==> src/rtl/bcd_display_scheduler.sv <==
// Round-robin scheduler that shares one external binary-to-BCD converter among
// NUM_CH channels, clamping each sample to 999 and latching per-channel digits.
module bcd_display_scheduler #(
    parameter int NUM_CH        = 4,
    parameter int SETTLE_CYCLES = 3
) (
    input  logic                      clock,
    input  logic                      reset_n,
    input  logic [NUM_CH-1:0]         req,
    input  logic [12*NUM_CH-1:0]      ch_data,
    output logic [11:0]               conv_data,
    input  logic [3:0]                conv_d100,
    input  logic [3:0]                conv_d10,
    input  logic [3:0]                conv_d,
    output logic [12*NUM_CH-1:0]      digits,
    output logic [NUM_CH-1:0]         valid,
    output logic [NUM_CH-1:0]         ovf,
    output logic                      done,
    output logic                      busy,
    output logic [$clog2(NUM_CH)-1:0] grant_ch
);
    localparam int              CH_W     = $clog2(NUM_CH);
    localparam logic [3:0]      SETTLE_C = 4'(SETTLE_CYCLES);
    localparam logic [11:0]     MAX_DEC  = 12'd999;
    localparam logic [CH_W:0]   NUM_CH_C = (CH_W+1)'(NUM_CH);
    localparam logic [CH_W-1:0] LAST_CH  = CH_W'(NUM_CH - 1);
    localparam logic [NUM_CH-1:0] ONE_HOT0 = {{(NUM_CH-1){1'b0}}, 1'b1};

    typedef enum logic [1:0] {
        ST_IDLE    = 2'b00,
        ST_WAIT    = 2'b01,
        ST_CAPTURE = 2'b10
    } state_t;

    state_t            state_r;
    state_t            state_next_s;
    logic [NUM_CH-1:0] pending_r;
    logic [NUM_CH-1:0] clr_s;
    logic [CH_W-1:0]   rr_ptr_r;
    logic [CH_W-1:0]   pick_s;
    logic [CH_W:0]     sum_s;
    logic [CH_W-1:0]   idx_s;
    logic [3:0]        cnt_r;
    logic              grant_s;
    logic              capture_s;
    logic [11:0]       sel_data_s;

    // Round-robin pick: scan from farthest to nearest offset so the nearest pending channel wins.
    always_comb begin
        pick_s = rr_ptr_r;
        sum_s  = '0;
        idx_s  = '0;
        for (int off = NUM_CH - 1; off >= 0; off--) begin
            sum_s  = {1'b0, rr_ptr_r} + (CH_W+1)'(off);
            idx_s  = (sum_s >= NUM_CH_C) ? CH_W'(sum_s - NUM_CH_C) : sum_s[CH_W-1:0];
            pick_s = pending_r[idx_s] ? idx_s : pick_s;
        end
    end

    // Next-state logic and grant/capture strobes.
    always_comb begin
        state_next_s = state_r;
        grant_s      = 1'b0;
        capture_s    = 1'b0;
        case (state_r)
            ST_IDLE: begin
                if (|pending_r) begin
                    state_next_s = ST_WAIT;
                    grant_s      = 1'b1;
                end else begin
                    state_next_s = ST_IDLE;
                end
            end
            ST_WAIT: begin
                if (cnt_r == SETTLE_C) begin
                    state_next_s = ST_CAPTURE;
                end else begin
                    state_next_s = ST_WAIT;
                end
            end
            ST_CAPTURE: begin
                capture_s    = 1'b1;
                state_next_s = ST_IDLE;
            end
            default: begin
                state_next_s = ST_IDLE;
            end
        endcase
    end

    // Selected channel sample and the pending bit cleared on its grant.
    always_comb begin
        sel_data_s = ch_data[int'(pick_s) * 12 +: 12];
        if (grant_s) begin
            clr_s = ONE_HOT0 << pick_s;
        end else begin
            clr_s = '0;
        end
    end

    // Control state: FSM, settle counter, request latch and round-robin pointer.
    always_ff @(posedge clock or negedge reset_n) begin
        if (!reset_n) begin
            state_r   <= ST_IDLE;
            cnt_r     <= 4'd0;
            pending_r <= '0;
            rr_ptr_r  <= '0;
            busy      <= 1'b0;
        end else begin
            state_r   <= state_next_s;
            busy      <= (state_next_s != ST_IDLE);
            // A new request on the grant cycle survives the clear.
            pending_r <= (pending_r & ~clr_s) | req;
            if (grant_s) begin
                cnt_r <= 4'd0;
            end else if (state_r == ST_WAIT) begin
                cnt_r <= cnt_r + 4'd1;
            end else begin
                cnt_r <= cnt_r;
            end
            if (capture_s) begin
                rr_ptr_r <= (grant_ch == LAST_CH) ? '0 : grant_ch + CH_W'(1'b1);
            end else begin
                rr_ptr_r <= rr_ptr_r;
            end
        end
    end

    // Grant snapshot: channel index, clamped converter input and overflow flag.
    always_ff @(posedge clock or negedge reset_n) begin
        if (!reset_n) begin
            grant_ch  <= '0;
            conv_data <= 12'd0;
            ovf       <= '0;
        end else if (grant_s) begin
            grant_ch      <= pick_s;
            conv_data     <= (sel_data_s > MAX_DEC) ? MAX_DEC : sel_data_s;
            ovf[pick_s]   <= (sel_data_s > MAX_DEC);
        end else begin
            grant_ch  <= grant_ch;
            conv_data <= conv_data;
            ovf       <= ovf;
        end
    end

    // Capture converter digits into the serviced channel's slot.
    always_ff @(posedge clock or negedge reset_n) begin
        if (!reset_n) begin
            digits <= '0;
            valid  <= '0;
            done   <= 1'b0;
        end else begin
            done <= capture_s;
            if (capture_s) begin
                digits[int'(grant_ch) * 12 +: 12] <= {conv_d100, conv_d10, conv_d};
                valid[grant_ch]                   <= 1'b1;
            end else begin
                digits <= digits;
                valid  <= valid;
            end
        end
    end

endmodule
==> config.mk <==
export PLATFORM = sky130hd
export DESIGN_NAME = bcd_display_scheduler
export DESIGN_NICKNAME = d
export VERILOG_FILES = /design/src/rtl/bcd_display_scheduler.sv
export SDC_FILE = /design/constraint.sdc
export NUM_CORES = 1
export LEC_CHECK = 0
export ABC_AREA = 1
export BUFFER_PORTS_ARGS = -buffer_cell sky130_fd_sc_hd__buf_2
export CAP_MARGIN = 20
export CORE_MARGIN = 4
export CORE_UTILIZATION = 54
export CTS_BUF_LIST = sky130_fd_sc_hd__clkbuf_4 sky130_fd_sc_hd__clkbuf_8
export CTS_CLUSTER_SIZE = 24
export DETAILED_ROUTE_END_ITERATION = 12
export PLACE_DENSITY_LB_ADDON = 0.2
export SYNTH_ARGS = -nofsm -noshare
export SYNTH_HDL_FRONTEND = slang
export SYNTH_SLANG_ARGS = --single-unit
==> constraint.sdc <==
create_clock -name clock -period 3.15 [get_ports clock]
set_input_delay 0.315 -clock clock [delete_from_list [all_inputs] [get_ports clock]]
set_output_delay 0.315 -clock clock [all_outputs]
set_load 0.03 [all_outputs]
Yosys cells after proc, flatten, opt, wreduce, memory -nomap -nowiden. Index checks and enable logic that the tools add are counted.

Register bits: 84. Output and inout port bits: 72. Logic and storage cells: 87.

Add/subtract/negate cells: 10. Multipliers: 2. $lt $le $gt $ge: 13. Eq/ne operators: 4. Shift operators: 4. Multiplexer cells: 33. Bitwise gates (word level): 4. Reductions and logical operators: 6.

Operators by type and width (number): 48-bit bitwise mux (1); 12-bit by 33-bit variable shift with 48-bit output (first input constant) (1); 12-bit by 33-bit variable part select with 48-bit output (1); 48-bit by 7-bit variable part select with 12-bit output (1); 6-bit negation with 33-bit output (1); 2-bit two-way mux (10); 2-bit by 3-bit < comparator with 1-bit output (second input constant) (6); 12-bit by 10-bit greater-than comparator with 1-bit output (second input constant) (1); 12-bit two-way mux (1); 4-bit two-way mux (3); 1-bit two-way mux (10); 3-bit >= comparator (second input constant) (3); 1-bit binary-select mux with 2-bit select (4); 2-bit by 2-bit multiplier with 4-bit output (second input constant) (2); 4-bit OR (2); 2-bit by 1-bit subtractor with 2-bit output (second input constant) (4); 2-bit by 2-bit adder with 3-bit output (second input constant) (2); 4-bit by 1-bit adder with 4-bit output (second input constant) (1); 4-bit bitwise AND (1); 4-bit bitwise mux (1); 1-bit demux with 2-bit select (2); 2-bit == test (second input constant) (2); 4-bit by 2-bit == test with 1-bit output (second input constant) (1); 2-bit by 1-bit >= comparator with 1-bit output (second input constant) (2); 11 further kinds (13).

Logic depth before layout (Yosys ltp).
Word-level depth: 14. Depth in mapped cells: 21. Gate-level depth less buffers: 19.

Worst setup path after synthesis. No wires, ideal clock.

Kind: reg-to-reg. Start: reg grant_ch[0]. End: reg digits[47]. Setup time: 0.083 ns. Arrival time: 2.661 ns. Setup slack: 0.407 ns. Stages on the path, launching flop included: 13. Period minus slack after synthesis: 2.743 ns. Cells stage by stage: dfrtp_1 buf_2 inv_1 clkbuf_1 ha_1 nand2_1 inv_1 nor2_1 clkinv_1 nor2_1 a31oi_1 or2_2 o21ai_0.

Cells in the longest elaborated chain, start to end: 4. Elaborated cells between the ends (all ways): 5. Those cells by class: 1 x add/sub; 1 x mul; 2 x shift; 1 x mux.

Ends and longest elaborated chain: start: declaration (line 20) `output logic [$clog2(NUM_CH)-1:0] grant_ch`; start signal: assignment (line 136) `grant_ch <= pick_s;`; start signal: assignment (line 140) `grant_ch <= grant_ch;`; 2-bit by 2-bit multiplier with 4-bit output (*) (line 155) `digits[int'(grant_ch) * 12 +: 12] <= {conv_d100, conv_d10, conv_d};`; 6-bit negation with 33-bit output (*) (line 155); 12-bit by 33-bit variable part select with 48-bit output or 12-bit by 33-bit variable shift with 48-bit output (tied branches) (line 155); 48-bit bitwise mux (*) (line 155); end signal: indexed assignment (line 155); end signal: assignment (line 158) `digits <= digits;`; end: declaration (line 15) `output logic [12*NUM_CH-1:0] digits,`.

Mark *: on every way between the ends. The rest lies on a longest branch, timed or not. A chain may end at the register's enable or synchronous reset.

Worst setup path after layout.
Start: reg grant_ch[1]. End: reg digits[15].

Same word-level chain as after synthesis.

==> impl_metrics.yaml <==
hold_path:
  min_path_type: "in2reg"
route:
  dr.pass1.iters: 5
  totalWireLength_um: 13400
  ant_nets: 0
  vias: 4583
  avgViaCountPerCell: 5.45
  wire_per_inst_um: 15.9
  drc_errors: 0
  drt_iter0_markers: 203
yosys:
  netlist_instances: 592
  ys_warn_count: 0
  yosysTopAreaCell: "dfrtp_1"
  ys_seq_elements: 84
  synth_fp_nets: 667
  avgSynthCellArea_um2: 7.70
  yosysUniqueCellTypes: 42
  synth_area_leaders: "dfrtp_1 46%, nand2_1 12%, o21ai_0 6.8%, inv_1 6.3%, nand3_1 4.6%"
  synth-seq-area-share_pct: 46.1
  syn_area_um2: 4560
  synth_top_cell_area_share_pct: 46.1
grt:
  antenna_found_initial: 0
  grt_overflow_total: 0
  grt_pass1_vias: 4463
  grt_pass1_wl_um: 21800
  grt_usage_pct: 27.5
  grt_max_degree: 85
clock_tree:
  clock_latency_ns: 0.36
  htreeDepth: 3
  path_clk_slew_ns: 0.09
  postCtsSetupBuffers: 0
  clock_path_buffers: 2
  cts_buffers: 9
  clock_sinks: 84
  cts_tree: "yes"
  cts_root_buffer: "clkbuf_8"
power:
  p_per_area_nw_per_um2: 398
  power_leakage_nw: 2.93
  totalPowerFinal_mw: 2.22
  vdd_drop_max_mv: 0.212
cells_and_area:
  nets: 806
  drive_gt1_share_pct: 25.8
  area_growth_pct: 22.2
  diodes: 0
  fill_cells: 739
critical_path:
  path_class: "reg2reg"
  crit_required_ns: 3.41
  worstSetupEndpointType: "flop"
  path_max_fanout: 12
  crit_arrival_ns: 2.95
  start_kind: "flop"
  reg2reg_setup_slack_ns: 0.46
sta:
  maxSlewHeadroom_pct: 52.7
  fin_crit_ns: 2.69
  timing.final.crit_share_pct: 85.4
  tightest_slew_ns: 0.706
  hold_viol: 0
  clock.fmax_mhz: 372
  slew_viol_final: 0
  rsz0062_at_grt: "false"
  finalSetupViolations: 0
  clock_skew_ns: 0.0133
  finalSetupTns_ns: 0
floorplan:
  initial_core_util_pct: 55.5
  die_h_um: 99.9
  core_um2: 8220
  num_rows: 33
  die_w_um: 99.9
  dieArea_um2: 9980
  io_pins: 138
placement:
  place_hpwl_um: 10200
  portBuffers: 137
  gp_congestion: 0.977
status:
  outcome: "finished clean"
job:
  cap_violations: 0
[layout make-up]
| cell class | count | area, um2 | area share, % |
|---|---|---|---|
| Timing Repair Buffer | 147 | 786 | 14.1 |
| Sequential cell | 84 | 2100 | 37.7 |
| Clock inverter | 7 | 71.3 | 1.28 |
| Clock buffer | 9 | 124 | 2.22 |
| Inverter | 86 | 328 | 5.88 |
| Multi-Input combinational cell | 403 | 2030 | 36.4 |
| Tap cell | 105 | 131 | 2.36 |
[state kept, by name, summed over array words and instances, names as in the netlist]
register	cells
digits	48
conv_data	12
cnt_r	4
ovf	4
pending_r	4
valid	4
grant_ch	2
rr_ptr_r	2
state_r	2
busy	1
done	1
[path summary, 6_finish.rpt]
| kind | start | to | depth (start not counted) |
|---|---|---|---|
| min in group asynchronous | reset_n | digits[3]$_DFFE_PN0P_ | 2 |
| min reg2reg | valid[2]$_DFFE_PN0P_ | valid[2]$_DFFE_PN0P_ | 1 |
| max reg2reg | grant_ch[1]$_DFFE_PN0P_ | digits[15]$_DFFE_PN0P_ | 10 |
| min | req[2] | pending_r[2]$_DFF_PN0_ | 2 |
| max in group asynchronous | reset_n | ovf[0]$_DFFE_PN0P_ | 3 |
| max | grant_ch[1]$_DFFE_PN0P_ | digits[15]$_DFFE_PN0P_ | 10 |
[cell usage after synthesis]
| cell type | n |
|---|---|
| and2_4 | 1 |
| ha_1 | 9 |
| nand4_1 | 4 |
| nand3_1 | 42 |
| nand3_2 | 2 |
| nand2_1 | 151 |
| buf_2 | 2 |
| a32oi_1 | 4 |
| a31oi_1 | 3 |
| o21ai_0 | 62 |
| or2_1 | 2 |
| a21oi_1 | 9 |
| nor3_1 | 5 |
| nor4_1 | 1 |
| a22o_1 | 4 |
| a2bb2oi_1 | 1 |
| o21a_1 | 3 |
| nor2_2 | 2 |
| or2_0 | 1 |
| buf_4 | 1 |
| inv_6 | 1 |
| a21o_1 | 2 |
| nor2_1 | 48 |
| o21bai_1 | 7 |
| or3_1 | 1 |
| buf_1 | 1 |
| or2_2 | 5 |
| a22oi_1 | 7 |
| o22ai_1 | 7 |
| o21ai_2 | 1 |
| a32o_1 | 3 |
| nor3_2 | 1 |
| dfrtp_1 | 84 |
| nand2_4 | 2 |
| clkbuf_1 | 12 |
| buf_6 | 3 |
| xor2_1 | 1 |
| inv_1 | 77 |
| inv_2 | 5 |
| o311ai_0 | 4 |
| nand2_2 | 8 |
| clkinv_1 | 3 |
[metal layers]
layer	up-vias	GRT usage, %	share of wire, %
met4	0	12.0	2.9
li1	2191	-	-
met1	2122	34.8	39
met3	34	4.45	8.6
met2	236	46.4	50
met5	-	0	0
[worst max-delay path: stages (launching register included)]
cell,delay (ns)
dfrtp_1,0.44
inv_1,0.14
ha_1,0.47
nand2_1,0.24
inv_1,0.13
nor2_1,0.16
clkinv_1,0.28
nor2_1,0.18
a31oi_1,0.06
or2_2,0.30
o21ai_0,0.21
[stage by stage]
| step | hold slack, ns | instances | utilization (%) | cell area, um2 | worst slack [ns] |
|---|---|---|---|---|---|
| final | 0.143 | 841 | 67.8 | 5570 | 0.459 |
| after global routing | 0.127 | 841 | 67.8 | 5570 | 0.216 |
| after CTS | 0.129 | 839 | 67.3 | 5530 | 0.473 |
| after floorplan | 0.0194 | 592 | - | 4560 | 0.407 |
| after detailed placement | 0.439 | 823 | 65.0 | 5340 | 0.497 |
| after global placement | 0.435 | 823 | 65.0 | 5340 | 0.517 |
[what timing repair did]
action	CTS	global route
gates resized for setup	0	0
hold endpoints to repair	0	28
hold buffers	0	1
[report_power, final]
part | leakage, nW | switching, mW | internal, mW
logic | 1.87 | 0.195 | 0.101
clock network | 0.104 | 0.409 | 0.371
registers | 0.962 | 0.0235 | 1.12
[cell families (layout without fill, tap and decap cells)]
family,Yosys count,in the layout,share of synthesized area (%)
AO/OA/AOI/OAI,117,117,15.6
XOR/XNOR,1,1,0.192
adder cells (fa/ha/maj),9,9,2.47
buffers and inverters,105,249,9.39
flip-flops,84,84,46.1
AND/OR/NAND/NOR,276,276,26.2
[cells in the final DEF (no fill, tap or decap), types with 7 or more instances in the layout]
master / n
inv_1: 77
dfrtp_1: 84
nand3_1: 42
clkbuf_8: 9
o21bai_1: 7
o22ai_1: 7
a22oi_1: 7
nor2_1: 48
o21ai_0: 62
ha_1: 9
buf_4: 9
nand2_2: 8
buf_2: 136
a21oi_1: 9
nand2_1: 151
Power figures use the tool's default switching activity.
